**config.mk**
```make
export PLATFORM = sky130hd
export DESIGN_NAME = jk_bank_driver
export DESIGN_NICKNAME = d
export VERILOG_FILES = /design/src/rtl/jk_pkg.sv /design/src/rtl/jk_bank_driver_excite.sv /design/src/rtl/jk_bank_driver.sv
export SDC_FILE = /design/constraint.sdc
export NUM_CORES = 1
export LEC_CHECK = 0
export ABC_AREA = 1
export CAP_MARGIN = 10
export CORE_ASPECT_RATIO = 1.25
export CORE_MARGIN = 4
export CORE_UTILIZATION = 47
export DETAILED_ROUTE_END_ITERATION = 12
export PLACE_DENSITY = 0.79
export SLEW_MARGIN = 25
export SYNTH_ARGS = -nofsm -noshare
export SYNTH_HDL_FRONTEND = slang
export SYNTH_SLANG_ARGS = --single-unit
```
**constraint.sdc**
```tcl
create_clock -name i_clk -period 1.55 [get_ports i_clk]
set_input_delay 0.155 -clock i_clk [delete_from_list [all_inputs] [get_ports i_clk]]
set_output_delay 0.155 -clock i_clk [all_outputs]
set_load 0.02 [all_outputs]
```
**src/rtl/jk_pkg.sv**
```systemverilog
// Shared types and helpers for the J-K flop bank command driver.
package jk_pkg;

   typedef enum logic [1:0] {
      CMD_LOAD   = 2'b00,
      CMD_TOGGLE = 2'b01,
      CMD_CLEAR  = 2'b10,
      CMD_PRESET = 2'b11
   } cmd_t;

   typedef enum logic [2:0] {
      IDLE,
      SETUP,
      STRB_HI,
      STRB_LO,
      PULSE,
      CHECK
   } state_t;

   localparam int MAX_RETRY_DEF = 3;

   function automatic int retry_w(input int max_retry);
      return (max_retry < 1) ? 1 : $clog2(max_retry + 1);
   endfunction

endpackage

```
**src/rtl/jk_bank_driver_excite.sv**
```systemverilog
// J/K excitation for the flop bank: load drives J=D/K=~D, toggle drives J=K=mask.
module jk_excite
   import jk_pkg::*;
#(
   parameter int WIDTH = 8
) (
   input  cmd_t             i_cmd,
   input  logic [WIDTH-1:0] i_data,
   output logic [WIDTH-1:0] o_j,
   output logic [WIDTH-1:0] o_k
);

   always_comb begin
      o_j = '0;
      o_k = '0;
      unique case (i_cmd)
         CMD_LOAD: begin
            o_j = i_data;
            o_k = ~i_data;
         end
         CMD_TOGGLE: begin
            o_j = i_data;
            o_k = i_data;
         end
         default: begin
            o_j = '0;
            o_k = '0;
         end
      endcase
   end

endmodule

```
**src/rtl/jk_bank_driver.sv**
```systemverilog
// Command driver for a bank of J-K master-slave flops with async Set_n/Rst_n.
// Optional readback verify with retries: define JK_VERIFY_EN.
module jk_bank_driver
   import jk_pkg::*;
#(
   parameter int WIDTH     = 8,
   parameter int PULSE_CYC = 2,
   parameter int MAX_RETRY = MAX_RETRY_DEF
) (
   input  logic             i_clk,
   input  logic             i_rst,
   input  logic             i_req,
   input  logic [1:0]       i_cmd,
   input  logic [WIDTH-1:0] i_data,
   output logic             o_ready,
   output logic             o_done,
   output logic             o_err,
   output logic [WIDTH-1:0] o_j,
   output logic [WIDTH-1:0] o_k,
   output logic             o_bclk,
   output logic             o_set_n,
   output logic             o_rst_n,
   input  logic [WIDTH-1:0] i_qin
);

   localparam int PW = $clog2(PULSE_CYC + 2);
   localparam int RW = retry_w(MAX_RETRY);
   localparam logic [PW-1:0] PC = PW'(PULSE_CYC);

   state_t           r_state, w_nst;
   cmd_t             r_cmd, w_cmd_n;
   logic [WIDTH-1:0] r_data, w_data_n;
   logic [PW-1:0]    r_pcnt, w_pcnt_n;
   logic             w_done_n, w_err_n;
   logic             w_drive, w_low;
   logic [WIDTH-1:0] w_ex_j, w_ex_k;

   logic [WIDTH-1:0] r_j, r_k;
   logic             r_ready, r_done, r_err;
   logic             r_bclk, r_set_n, r_rst_n;

`ifdef JK_VERIFY_EN
   localparam logic [RW-1:0] MR = RW'(MAX_RETRY);
   logic [WIDTH-1:0] r_exp, w_exp_n;
   logic [RW-1:0]    r_retry, w_retry_n;
`else
   logic w_unused;
   assign w_unused = ^{i_qin, RW[0]};
`endif

   jk_excite #(.WIDTH(WIDTH)) u_excite (
      .i_cmd  (w_cmd_n),
      .i_data (w_data_n),
      .o_j    (w_ex_j),
      .o_k    (w_ex_k)
   );

   always_comb begin
      w_nst    = r_state;
      w_cmd_n  = r_cmd;
      w_data_n = r_data;
      w_pcnt_n = r_pcnt;
      w_done_n = 1'b0;
      w_err_n  = 1'b0;
`ifdef JK_VERIFY_EN
      w_exp_n   = r_exp;
      w_retry_n = r_retry;
`endif
      unique case (r_state)
         IDLE: begin
            if (i_req) begin
               w_cmd_n  = cmd_t'(i_cmd);
               w_data_n = i_data;
               w_pcnt_n = '0;
`ifdef JK_VERIFY_EN
               w_retry_n = '0;
               unique case (cmd_t'(i_cmd))
                  CMD_LOAD:   w_exp_n = i_data;
                  CMD_TOGGLE: w_exp_n = i_qin ^ i_data;
                  CMD_CLEAR:  w_exp_n = '0;
                  CMD_PRESET: w_exp_n = '1;
                  default:    w_exp_n = i_data;
               endcase
`endif
               if (i_cmd[1]) w_nst = PULSE;
               else          w_nst = SETUP;
            end
         end
         SETUP:   w_nst = STRB_HI;
         STRB_HI: w_nst = STRB_LO;
         STRB_LO: begin
`ifdef JK_VERIFY_EN
            w_nst = CHECK;
`else
            w_nst    = IDLE;
            w_done_n = 1'b1;
`endif
         end
         PULSE: begin
            // trailing cycle with the pulse released lets the bank settle
            if (r_pcnt == PC) begin
`ifdef JK_VERIFY_EN
               w_nst = CHECK;
`else
               w_nst    = IDLE;
               w_done_n = 1'b1;
`endif
            end else begin
               w_pcnt_n = r_pcnt + 1'b1;
            end
         end
         CHECK: begin
`ifdef JK_VERIFY_EN
            if (i_qin == r_exp) begin
               w_nst    = IDLE;
               w_done_n = 1'b1;
            end else if (r_retry < MR) begin
               w_retry_n = r_retry + 1'b1;
               w_cmd_n   = CMD_LOAD;
               w_data_n  = r_exp;
               w_nst     = SETUP;
            end else begin
               w_nst    = IDLE;
               w_done_n = 1'b1;
               w_err_n  = 1'b1;
            end
`else
            w_nst    = IDLE;
            w_done_n = 1'b1;
`endif
         end
         default: w_nst = IDLE;
      endcase
      w_drive = (w_nst == SETUP) || (w_nst == STRB_HI) ||
                (w_nst == STRB_LO);
      w_low   = (w_nst == PULSE) && (w_pcnt_n < PC);
   end

   always_ff @(posedge i_clk or posedge i_rst) begin
      if (i_rst) begin
         r_state <= IDLE;
         r_cmd   <= CMD_LOAD;
         r_data  <= '0;
         r_pcnt  <= '0;
         r_ready <= 1'b1;
         r_done  <= 1'b0;
         r_err   <= 1'b0;
         r_j     <= '0;
         r_k     <= '0;
         r_bclk  <= 1'b0;
         r_set_n <= 1'b1;
         r_rst_n <= 1'b1;
      end else begin
         r_state <= w_nst;
         r_cmd   <= w_cmd_n;
         r_data  <= w_data_n;
         r_pcnt  <= w_pcnt_n;
         r_ready <= (w_nst == IDLE);
         r_done  <= w_done_n;
         r_err   <= w_err_n;
         r_j     <= w_drive ? w_ex_j : '0;
         r_k     <= w_drive ? w_ex_k : '0;
         r_bclk  <= (w_nst == STRB_HI);
         r_set_n <= !(w_low && (w_cmd_n == CMD_PRESET));
         r_rst_n <= !(w_low && (w_cmd_n == CMD_CLEAR));
      end
   end

`ifdef JK_VERIFY_EN
   always_ff @(posedge i_clk or posedge i_rst) begin
      if (i_rst) begin
         r_exp   <= '0;
         r_retry <= '0;
      end else begin
         r_exp   <= w_exp_n;
         r_retry <= w_retry_n;
      end
   end
`endif

   assign o_ready = r_ready;
   assign o_done  = r_done;
   assign o_err   = r_err;
   assign o_j     = r_j;
   assign o_k     = r_k;
   assign o_bclk  = r_bclk;
   assign o_set_n = r_set_n;
   assign o_rst_n = r_rst_n;

endmodule

```
==> impl_metrics.py <==
metrics = {
    "placement": {
        "dpl.cell_count": 254,
        "place_area_um2": 2080,
        "hpwl_um": 2400,
        "gp_congestion": 0.792,
        "io_buffers": 33,
    },
    "global_route": {
        "gr-total-overflow": 0,
        "grt_use_met2_pct": 30.5,
        "antenna_found_initial": 0,
        "met3_usage_pct": 5.52,
        "grt_first_pass_wirelength_um": 5660,
        "use_met1_pct": 20.0,
        "first_global_vias": 1316,
        "grt.total_usage_pct": 17.8,
        "busiest_layer": "met2",
        "grt_max_degree": 37,
    },
    "synth": {
        "synth_seq_cells": 36,
        "synth_edf_count": 0,
        "yosysTopAreaCell": "dfrtp_1",
        "synth_cells": 167,
        "ys_types": 26,
        "netlist_top_cells_count": "46 x nand2_1, 33 x dfrtp_1, 18 x nor2_1",
        "yosys_warnings": 0,
        "yosysMostFrequentCell": "nand2_1",
        "syn_nets": 190,
        "async_reset_ff_share_pct": 100,
        "synth_area_per_cell_um2": 9.30,
        "syn-cell-area_um2": 1550,
        "yosysSeqAreaShare_pct": 58.3,
        "synth_top_flop_cell": "dfrtp_1",
        "synth.area.top_cells": "dfrtp_1 53%, nand2_1 11%, dfstp_2 5.1%",
        "yosysTopAreaCellShare_pct": 53.2,
    },
    "clock_network": {
        "clock_latency_ns": 0.28,
        "tritoncts": "yes",
        "htreeDepth": 2,
        "cts_buffers": 5,
        "hold_buffers": 0,
        "clockBufferDepth": 2,
        "clock-sinks": 36,
        "path_clk_slew_ns": 0.07,
        "cts-root-buf": "clkbuf_8",
    },
    "flow_run": {
        "maxCapViolCount": 0,
    },
    "sta": {
        "setup_viol": 0,
        "rsz0062_at_grt": "no",
        "clock_skew_ns": 0.00306,
        "post-route-min-period_ns": 1.40,
        "slew_viol_final": 0,
        "hold_violations": 0,
        "max_freq_mhz": 715,
        "post-route-period-util_pct": 90.2,
    },
    "final_layout": {
        "stdcell_area_um2": 2190,
        "fin_cells": 262,
        "layout-drive-gt1-share_pct": 27.6,
        "nNetsFinal": 247,
        "syn_to_final_growth_pct": 41.0,
        "num_antenna_cells": 0,
        "fill_cells": 248,
    },
    "die": {
        "die-area_um2": 4290,
        "core-area_um2": 3190,
        "std_cell_rows": 23,
        "boundaryPins": 43,
        "die_y_um": 72.3,
        "initial_core_util_pct": 48.6,
        "dieWidth_um": 59.4,
    },
    "pwr": {
        "clockPowerShare_pct": 16.3,
        "p_leak_nw": 1.09,
        "pwr-share-comb_pct": 53.0,
        "p_int_mw": 2.92,
        "pwr-share-seq_pct": 30.7,
        "p_switching_mw": 1.95,
        "switching_share_pct": 40.0,
        "powerDensity_nw_per_um2": 2220,
        "ir_drop_mv": 1.37,
    },
    "drt": {
        "first_iter_violations": 64,
        "drt_pass1_iterations": 4,
        "drt_wl_total_um": 3120,
        "wl_per_cell_um": 11.9,
        "drc_errors": 0,
        "via_count": 1255,
        "antenna_left": 0,
        "routed_via_density": 4.79,
    },
    "worst_setup_path": {
        "worstSetupStartpointType": "flip-flop",
        "cp_data_arrival_time_ns": 1.58,
        "cp_max_fo": 9,
        "crit_top_cell": "nand2_1",
        "critical_path.max_stage_delay_ns": 0.44,
        "cp_slowest_cell": "dfrtp_2",
        "required_ns": 1.73,
        "worst-setup-path-type": "reg -> reg",
        "cp_cell_sequence": "nor2_4 > nand3_4 > buf_4 > nand2_1 > o21ai_1 > inv_1 > nand2_1 > nand2_1 > nor2_1",
        "critPathCaptureType": "flip-flop",
    },
    "min_path": {
        "min_path_type": "in -> async",
    },
    "run_status": {
        "status": "finished, final reports clean",
    },
}
registers in the layout (all words and copies together) (netlist names):
signal	flops
o_j	8
o_done	1
o_bclk	1
r_pcnt	2
r_state	3
o_rst_n	1
o_k	8
r_data	8
o_ready	1
o_set_n	1
r_cmd	2
area by class of cell:
type | count | area (um2) | share of cell area (%)
repair buffers | 52 | 494 | 22.6
clock inverters | 2 | 35.0 | 1.60
well taps | 37 | 46.3 | 2.11
multi-input cells | 105 | 543 | 24.8
inverters | 24 | 91.3 | 4.17
flip-flops and latches | 36 | 907 | 41.4
clock buffers | 6 | 72.6 | 3.31
kinds of logic after synthesis:
family | Yosys count | share of synthesized area (%)
AND/OR/NAND/NOR | 84 | 24.5
flip-flops | 36 | 58.3
buffers and inverters | 26 | 7.09
AO/OA/AOI/OAI | 18 | 8.30
adder cells (fa/ha/maj) | 2 | 1.61
other | 1 | 0.242
routing by layer:
| metal | up-vias | share of wire (%) |
|---|---|---|
| li1 | 626 | - |
| met1 | 591 | 39 |
| met2 | 32 | 53 |
| met3 | 6 | 5.9 |
| met4 | 0 | 2.0 |
| met5 | - | 0 |
metrics by stage:
step / util (%) / hold WS [ns] / setup TNS, ns / setup slack [ns] / power [mW]
after global placement: 65.1 / 0.469 / -0.135 / -0.0255 / 4.02
after global routing: 68.5 / 0.231 / 0 / 0.00110 / 5.30
after detailed placement: 65.1 / 0.488 / -0.842 / -0.0977 / 4.12
final: 68.5 / 0.212 / 0 / 0.152 / 4.87
after floorplan: - / 0.315 / 0 / 0.297 / 3.05
after CTS: 68.3 / 0.210 / 0 / 0.105 / 4.92
placed cells by master (no fill, tap or decap), types with 2 or more instances in the layout:
cell,netlist,routed
nand2_1,46,46
dfrtp_1,33,31
clkdlybuf4s50_1,0,30
inv_1,17,17
buf_4,1,17
nor2_1,18,16
nand2_2,10,10
inv_2,6,6
a21oi_2,5,5
clkbuf_8,0,5
o21ai_0,4,4
nand3_1,4,4
nor2_2,1,3
a21oi_1,3,3
dfstp_2,3,3
dlygate4sd2_1,0,3
o21ai_1,2,2
o21ai_2,2,2
clkinv_2,1,2
ha_1,2,2
buf_12,0,2
dfrtp_2,0,2
final timing paths:
kind                                 start   endpoint  slack [ns]  cells after the start
worst max-delay path            r_state[1]     o_k[6]        0.15                      9
worst min-delay path                 i_rst     o_k[4]        0.21                      3
worst max register to register  r_state[1]     o_k[6]        0.15                      9
worst min register to register   r_data[7]  r_data[7]        0.50                      2
max in group asynchronous            i_rst    o_set_n        1.09                      3
min in group i_clk               i_data[5]  r_data[5]        0.45                      3
power groups by stage:
stage	combinational, mW	clock [mW]	sequential, mW
global placement	2.53	0	1.48
detailed placement	2.61	0	1.51
finish	2.58	0.791	1.50
global route	2.89	0.869	1.53
floorplan	1.33	0	1.72
CTS	2.61	0.819	1.49
worst max-delay path: cells and delay by family, from the launching register on:
family	cells	cell delay, ns
and+or+nand+nor	6	0.50
buffers and inverters	2	0.26
AOI/OAI and AO/OA	1	0.09
DFF	1	0.44
timing repair:
item | in CTS | in global routing
gates resized for setup | 3 | 4
pin swaps | 0 | 1
endpoints found under the setup margin | 3 | 4
hold endpoints to repair | 0 | 0
buffers inserted | 0 | 0
Note: power is estimated with default switching activity, not from simulation.
